[src/rtl/target_locator.sv]
// rtl/target_locator.sv - red-dominance target locator; bounding-box centre per frame
// Optional build macro TARGET_LOCATOR_CLAMP_EN keeps a 128x128 box around the centre on-screen.
module target_locator #(
    parameter int          H_ACTIVE  = 800,
    parameter int          V_ACTIVE  = 600,
    parameter logic [9:0]  R_MIN     = 10'd512,
    parameter logic [9:0]  MARGIN    = 10'd128,
    parameter logic [18:0] MIN_COUNT = 19'd64
) (
    input  logic        i_clk,
    input  logic        i_rst_n,
    input  logic        i_start,
    input  logic        i_valid,
    input  logic        i_sof,
    input  logic [31:0] i_data,
    output logic        o_start,
    output logic        o_done,
    output logic        o_found,
    output logic [9:0]  o_row,
    output logic [9:0]  o_col,
    output logic        o_busy
);
    localparam logic [9:0] ROW_LAST = 10'(V_ACTIVE - 1);
    localparam logic [9:0] COL_LAST = 10'(H_ACTIVE - 1);

    typedef enum logic [1:0] {S_IDLE, S_ARM, S_SCAN, S_CALC} state_t;
    state_t state, state_nxt;

    logic [9:0]  row_cnt, col_cnt;
    logic [9:0]  min_row, min_col, max_row, max_col;
    logic [18:0] count;
    logic        take, restart, calc_en, last_px, is_target, found;
    logic [9:0]  cur_row, cur_col, ctr_row, ctr_col;
    logic [9:0]  base_min_row, base_min_col, base_max_row, base_max_col;
    logic [18:0] base_count;
    logic [10:0] sum_row, sum_col;
    logic [9:0]  pix_r, pix_g, pix_b;
    logic        unused_pad;

    assign pix_r      = i_data[29:20];
    assign pix_g      = i_data[19:10];
    assign pix_b      = i_data[9:0];
    assign unused_pad = ^i_data[31:30];

    assign is_target = (pix_r >= R_MIN)
                    && ({1'b0, pix_r} > ({1'b0, pix_g} + {1'b0, MARGIN}))
                    && ({1'b0, pix_r} > ({1'b0, pix_b} + {1'b0, MARGIN}));

    // An sof pixel always restarts the frame at (0,0), whether arming or mid-scan.
    assign cur_row = restart ? 10'd0 : row_cnt;
    assign cur_col = restart ? 10'd0 : col_cnt;
    assign last_px = take && (cur_row == ROW_LAST) && (cur_col == COL_LAST);

    assign base_min_row = restart ? 10'h3ff : min_row;
    assign base_min_col = restart ? 10'h3ff : min_col;
    assign base_max_row = restart ? 10'h000 : max_row;
    assign base_max_col = restart ? 10'h000 : max_col;
    assign base_count   = restart ? 19'd0   : count;

    assign sum_row = {1'b0, min_row} + {1'b0, max_row};
    assign sum_col = {1'b0, min_col} + {1'b0, max_col};
    assign found   = (count >= MIN_COUNT);

`ifdef TARGET_LOCATOR_CLAMP_EN
    localparam logic [9:0] ROW_HI = 10'(V_ACTIVE - 65);
    localparam logic [9:0] COL_HI = 10'(H_ACTIVE - 65);
    always_comb begin
        ctr_row = sum_row[10:1];
        ctr_col = sum_col[10:1];
        if (ctr_row < 10'd64)     ctr_row = 10'd64;
        else if (ctr_row > ROW_HI) ctr_row = ROW_HI;
        if (ctr_col < 10'd64)     ctr_col = 10'd64;
        else if (ctr_col > COL_HI) ctr_col = COL_HI;
    end
`else
    assign ctr_row = sum_row[10:1];
    assign ctr_col = sum_col[10:1];
`endif

    always_ff @(posedge i_clk or negedge i_rst_n) begin
        if (!i_rst_n) state <= S_IDLE;
        else          state <= state_nxt;
    end

    always_comb begin
        state_nxt = state;
        case (state)
            S_IDLE:  if (i_start) state_nxt = S_ARM;
            S_ARM:   if (take)    state_nxt = last_px ? S_CALC : S_SCAN;
            S_SCAN:  if (last_px) state_nxt = S_CALC;
            S_CALC:  state_nxt = S_IDLE;
            default: state_nxt = S_IDLE;
        endcase
    end

    always_comb begin
        take    = 1'b0;
        restart = 1'b0;
        calc_en = 1'b0;
        o_busy  = 1'b0;
        case (state)
            S_ARM: begin
                o_busy  = 1'b1;
                take    = i_valid & i_sof;
                restart = i_valid & i_sof;
            end
            S_SCAN: begin
                o_busy  = 1'b1;
                take    = i_valid;
                restart = i_valid & i_sof;
            end
            S_CALC: begin
                o_busy  = 1'b1;
                calc_en = 1'b1;
            end
            default: ;
        endcase
    end

    always_ff @(posedge i_clk or negedge i_rst_n) begin
        if (!i_rst_n) begin
            row_cnt <= '0;
            col_cnt <= '0;
            min_row <= '0;
            min_col <= '0;
            max_row <= '0;
            max_col <= '0;
            count   <= '0;
            o_start <= 1'b0;
            o_done  <= 1'b0;
            o_found <= 1'b0;
            o_row   <= '0;
            o_col   <= '0;
        end else begin
            o_start <= 1'b0;
            o_done  <= 1'b0;
            if (take) begin
                if (cur_col == COL_LAST) begin
                    col_cnt <= '0;
                    row_cnt <= (cur_row == ROW_LAST) ? 10'd0 : cur_row + 10'd1;
                end else begin
                    col_cnt <= cur_col + 10'd1;
                    row_cnt <= cur_row;
                end
                min_row <= (is_target && cur_row < base_min_row) ? cur_row : base_min_row;
                min_col <= (is_target && cur_col < base_min_col) ? cur_col : base_min_col;
                max_row <= (is_target && cur_row > base_max_row) ? cur_row : base_max_row;
                max_col <= (is_target && cur_col > base_max_col) ? cur_col : base_max_col;
                count   <= (is_target && base_count != 19'h7ffff) ? base_count + 19'd1 : base_count;
            end
            if (calc_en) begin
                o_done  <= 1'b1;
                o_found <= found;
                if (found) begin
                    o_start <= 1'b1;
                    o_row   <= ctr_row;
                    o_col   <= ctr_col;
                end
            end
        end
    end
endmodule

[config.mk]
export PLATFORM = sky130hd
export DESIGN_NAME = target_locator
export DESIGN_NICKNAME = d
export VERILOG_FILES = /design/src/rtl/target_locator.sv
export SDC_FILE = /design/constraint.sdc
export NUM_CORES = 1
export LEC_CHECK = 0
export CAP_MARGIN = 15
export CELL_PAD_IN_SITES_DETAIL_PLACEMENT = 0
export CELL_PAD_IN_SITES_GLOBAL_PLACEMENT = 1
export CORE_ASPECT_RATIO = 0.75
export CORE_MARGIN = 10
export CORE_UTILIZATION = 46
export CTS_BUF_LIST = sky130_fd_sc_hd__clkbuf_8
export DETAILED_ROUTE_END_ITERATION = 16
export MAX_ROUTING_LAYER = met4
export PLACE_DENSITY_LB_ADDON = 0.2
export SYNTH_ARGS = -nofsm -noshare
export SYNTH_HDL_FRONTEND = slang
export SYNTH_SLANG_ARGS = --single-unit
[constraint.sdc]
create_clock -name i_clk -period 5.5 [get_ports i_clk]
set_input_delay 0.55 -clock i_clk [delete_from_list [all_inputs] [get_ports i_clk]]
set_output_delay 0.55 -clock i_clk [all_outputs]
set_load 0.05 [all_outputs]
; ---- After elaboration in Yosys (flattened, before gate mapping)
; Index checks and enable logic that the tools add are counted.
[classes]
eq_ne = 9
bitwise_logic = 1
reduce_logical = 14
order_cmp = 8
n_addsub = 7
mux = 27
[ops]
columns = cell, n
row1 = 2-to-1 mux 10 bit, 13
row2 = 2-to-1 mux 19 bit, 2
row3 = adder 10 x 10 -> 11 bit, 2
row4 = "adder 10 x 8 -> 11 bit, second input constant", 2
row5 = > comparator 10 x 11 -> 1 bit, 2
row6 = "adder 10 x 1 -> 10 bit, second input constant", 2
row7 = "== test 10 bit, second input constant", 2
row8 = > comparator 10 bit, 2
row9 = less-than comparator 10 bit, 2
row10 = "adder 19 x 1 -> 19 bit, second input constant", 1
row11 = "greater-or-equal comparator 19 x 7 -> 1 bit, second input constant", 1
row12 = "inequality test 19 bit, second input constant", 1
row13 = "greater-or-equal comparator 10 bit, second input constant", 1
row14 = logical AND 1 bit, 9
row15 = case mux 2 bit (4 select lines), 1
row16 = 2-to-1 mux 1 bit, 7
row17 = 2-to-1 mux 2 bit, 3
row18 = "inequality test 2 bit, second input constant", 3
row19 = "== test 2 bit, second input constant", 2
row20 = AND reduction 3 bit, 1
row21 = OR reduction 3 bit, 1
row22 = "== test 2 x 1 -> 1 bit, second input constant", 1
row23 = zero test 2 bit, 1
row24 = case mux 1 bit (2 select lines), 1
row25 = 3 further kinds, 3
[word_totals]
inputBits = 37
ff_bits = 104
wordCells = 79

; ---- Longest topological paths before layout
[depth]
ltp_word = 10
ltp_mapped = 17
depth_no_buf = 13

; ---- Least setup slack after synthesis
; Ideal clock, no wire load.
[synth_timing]
kind = reg2reg
from = register state[1]
to = register min_col[1]
period_less_slack_ns = 3.855
setup_time_ns = 0.104
t_arrival_ns = 3.751
path_slack_ns = 1.645
path_buffers = 4
required_ns = 5.396
path_stages_with_launch = 16
cell_sequence = dfrtp_1 > inv_1 > ha_1 > and3_1 > buf_6 > clkbuf_1 > buf_1 > clkbuf_1 > nor2_1 > ha_1 > o31a_1 > a221o_1 > nor3b_2 > nor4_4 > nor3_1 > a221oi_1
[synth_between]
elab_chain_len = 7
[synth_lines]
columns = item, line
row1 = "start, declared", 27  ; state_t state, state_nxt;
row2 = "start signal, assigned", 82  ; else state <= state_nxt;
row3 = == test 2 bit or == test 2 x 1 -> 1 bit (tied branches), 101  ; case (state)
row4 = OR reduction 2 bit (no source line), n/a
row5 = 2-to-1 mux 1 bit, n/a
row6 = "2-to-1 mux 10 bit, on equally long branches", "51, 55"
row7 = less-than comparator 10 bit, 146  ; min_col <= (is_target && cur_col < base_min_col) ? cur_col : base_min_col;
row8 = logical AND 1 bit, 146
row9 = 2-to-1 mux 10 bit, 146
row10 = "end signal, assigned", 146
row11 = "end, declared", 30  ; logic [9:0] min_row, min_col, max_row, max_col;
; Parallel ways exist; a longest one is shown, timed or not.
; A chain may end at the register's enable or synchronous reset.

; ---- Worst setup path after layout
[layout_timing]
from = register state[0]
to = register row_cnt[9]
[layout_between]
elab_chain_len = 7
[layout_lines]
columns = item, line
row1 = == test 2 bit or == test 2 x 1 -> 1 bit (tied branches), 101
row2 = OR reduction 2 bit (no source line), n/a
row3 = 2-to-1 mux 1 bit, n/a
row4 = 2-to-1 mux 10 bit, 50  ; assign cur_row = restart ? 10'd0 : row_cnt;
row5 = adder 10 x 1 -> 10 bit or == test 10 bit (tied branches), 140  ; row_cnt <= (cur_row == ROW_LAST) ? 10'd0 : cur_row + 10'd1;
row6 = 2-to-1 mux 10 bit, 140
row7 = 2-to-1 mux 10 bit, 138  ; if (cur_col == COL_LAST) begin
row8 = "end signal, assigned", 140
row9 = "end signal, assigned", 143  ; row_cnt <= cur_row;
row10 = "end, declared", 29  ; logic [9:0] row_cnt, col_cnt;
; Parallel ways exist; a longest one is shown, timed or not.

==> results.md <==
- Post-CTS setup buffer count: 0
- Vias: 6355
- Mean Syn Cell Area: 8.69 µm²
- DIE WIDTH: 166 µm
- Sw Pwr: about 1.1 mW
- Delay-heaviest family, CP: simple AND/OR/NAND/NOR gates
- Clk sinks: 104
- Mapped Cells: 844
- Synth Register Bits: roughly 100
- P&R area growth vs syn: 13.1%
- Mapped Area: approximately 7300 µm²
- Clk_skew: 0.0252 ns
- Peak VDD IR: 0.000153 V
- Fin crit share: 0.723
- Port-buffer cells: 58
- Clock tree buffer depth: 2
- Worst Tran Pin Value: 1.05 ns
- Slew Viols, Final: 0
- Die height: about 130 µm
- P_int: 1.53 mW
- IO Count: a little over 60
- Clock transition at path regs: 0.10 ns
- Met3 WL: 752 µm
- Clock power frac: 0.195
- Peak Freq: 251 MHz
- Core box area: 15400 µm²
- Vias in the first global route: 6113
- Insertion delay to the later sink of the worst-skew pair: 0.39 ns
- Fin area: 8290 µm²
- Count leader, synth: nand2_1
- Detailed placement HPWL: ~15000 µm
- CTS Buf Count: 9
- First-pass DRT Iterations: 5
- DRT Wirelength: 19000 µm
- Diode count: 0
- Commonest cells post-synth: 112 x nand2_1, 104 x dfrtp_1, 77 x ha_1
- Critical path, cell by cell: inv_1 > ha_1 > nand3_1 > buf_4 > nand2_1 > inv_1 > ha_1 > and4_1 > nand4_1 > nor4_1 > and3_1 > nand3_1 > xnor2_1 > o22ai_1
- First-pass GRT wire length: between 30000 and 40000 µm
- Final nets: about 1000
- Crit-path max FO: 51
- Post-synth top area cell: dfrtp_1
- EDFF count, synth: 0
- Post-synth top area share: 0.355
- Total grt overflow: 0
- RSZ-0062 raised after global routing: false
- Uppermost routed layer: met4
- Starting density of the core: 0.476
- CP Capture Type: register
- Routed len/inst: 17.4 µm
- Slowest cell on crit path: nor4_1
- CP max stage delay: 0.55 ns
- Final setup viols: 0
- Net Count, Synth: 960
- CTS Root Buffer Type: clkbuf_8
- Layout cells sized above 1: 0.0527
- Routability cong.: 0.914
- Worst relative slew slack: 0.296
- Antenna violations before repair: 0
- Power Density: 319 nW/µm²
- Via-to-Cell Ratio: 5.80
- Net Sw Frac: 0.424
- CP Buf/Inv Count: 3
- Critical Path RT: 5.75 ns
- Status: finished clean
- Final TNS setup: 0 ns
- Worst Setup Start Kind: register
- Final Hold Vio Count: 0
- Post-CTS Resized: 0
- Rows: 39
- Comb pwr share: 0.439
- Pleak: 3.83 nW
- Asr flop ratio synth: 1.00
- Ys flop type: dfrtp_1
- H-tree Lvls: 3
- Final Critical Period: around 4.0 ns
- Die ar.: 21400 µm²
- Register area share after synthesis: 0.355
- Post-Route M1 WL: 8790 µm
- Overall routing resource usage: 0.179
- Antenna viol nets, final: 0
- Synth warn: 0
- Placed Area: 8080 µm²
- Largest net degree at the start of global routing: 58
- Maximum capacitance violations: 0
- Setup CP Type: reg2reg
- Synth area leaders: dfrtp_1 35%, ha_1 13%, nand2_1 5.7%
- CP arrival: 4.22 ns
- Seq pwr share: 0.366
- DRC: 0
- TritonCTS clock tree: built
- Post-CTS Hold Buffers: 0
- Worst hold-check path type: in2async
- # fillers: roughly 1400
- Metal2 WL: 9360 µm
- Iteration-0 DRC Markers: 383
- Synth cell types: between 60 and 70
[cell families after synthesis]
family / synth area share
and+or+nand+nor: 0.221
AOI/OAI and AO/OA: 0.187
DFF: 0.355
buffers and inverters: 0.0507
adders and majority gates: 0.137
xor gates and xnor gates: 0.0418
muxes: 0.00734
[registers in the layout, summed over array words and instances (netlist names), 2 cells and up]
register and cells:
max_row 10, min_row 10, col_cnt 10, row_cnt 10, o_col 10, o_row 10
min_col 10, max_col 10, count 19, state 2
[worst reg2reg max path: stages (launching register included)]
cell and delay, ns:
dfrtp_1 0.40, inv_1 0.10, ha_1 0.38, nand3_1 0.10
buf_4 0.44, nand2_1 0.17, inv_1 0.19, ha_1 0.26
and4_1 0.34, nand4_1 0.31, nor4_1 0.55, and3_1 0.27
nand3_1 0.10, xnor2_1 0.16, o22ai_1 0.08
[final timing paths]
path	startpoint	end	slack (ns)	depth (start not counted)
worst min register to register	o_col[4]	o_col[4]	0.49	2
worst max-delay path	state[0]	row_cnt[9]	1.52	14
max in group asynchronous	i_rst_n	count[18]	4.12	2
min in group i_clk	o_col[4]	o_col[4]	0.49	2
worst max register to register	state[0]	row_cnt[9]	1.52	14
worst min-delay path	i_rst_n	o_row[9]	0.17	1
[through the flow]
step | utilization | cells | power, mW | setup WS [ns] | hold slack, ns
global placement | 0.524 | 1080 | 2.09 | 1.47 | 0.463
floorplan | - | 844 | 1.80 | 1.65 | 0.254
detailed placement | 0.524 | 1080 | 2.13 | 1.42 | 0.470
CTS | 0.538 | 1096 | 2.66 | 1.63 | 0.186
finish | 0.538 | 1096 | 2.65 | 1.52 | 0.175
global route | 0.538 | 1096 | 2.85 | 1.25 | 0.211
[final cells by class]
type,instances,area [µm²],share of cell area
Timing Repair Buffer,67,646,0.0779
Tap cell,205,256,0.0309
Clock inverter,7,88.8,0.0107
Sequential cell,104,2600,0.314
Clock buffer,9,124,0.0149
Multi-Input combinational cell,647,4360,0.526
Inverter,57,214,0.0258
[power by group through the flow]
stage	combinational [mW]	sequential, mW	clock, mW
floorplan	0.850	0.953	0
global placement	1.12	0.975	0
detailed placement	1.15	0.980	0
CTS	1.16	0.967	0.538
global route	1.31	0.982	0.564
finish	1.16	0.968	0.517
[routing by layer]
| layer | vias to the layer above | GRT usage |
|---|---|---|
| li1 | 3143 | - |
| met1 | 3067 | 0.233 |
| met2 | 132 | 0.295 |
| met3 | 13 | 0.0260 |
| met4 | 0 | 0.0327 |
| met5 | - | - |
[cells in the final DEF (no fill, tap or decap), drive strengths merged, types with 4 or more instances in the layout]
cell type	instances
dfrtp	104
a211oi	5
inv	59
o22ai	10
nand4	20
o21ai	65
buf	10
o41ai	5
a21oi	42
clkbuf	9
clkdlybuf4s50	57
o31ai	10
nor2b	7
o2bb2ai	10
and3	25
and2	10
xnor2	12
nor3	21
ha	77
a31oi	5
nand2b	6
a32o	6
nand3	33
xor2	23
or3	4
clkinv	4
o21a	7
or4	5
a31o	4
a21o	13
nor4	9
and4	8
nor2	50
nand2	112
(Power assumes the default switching activity.)
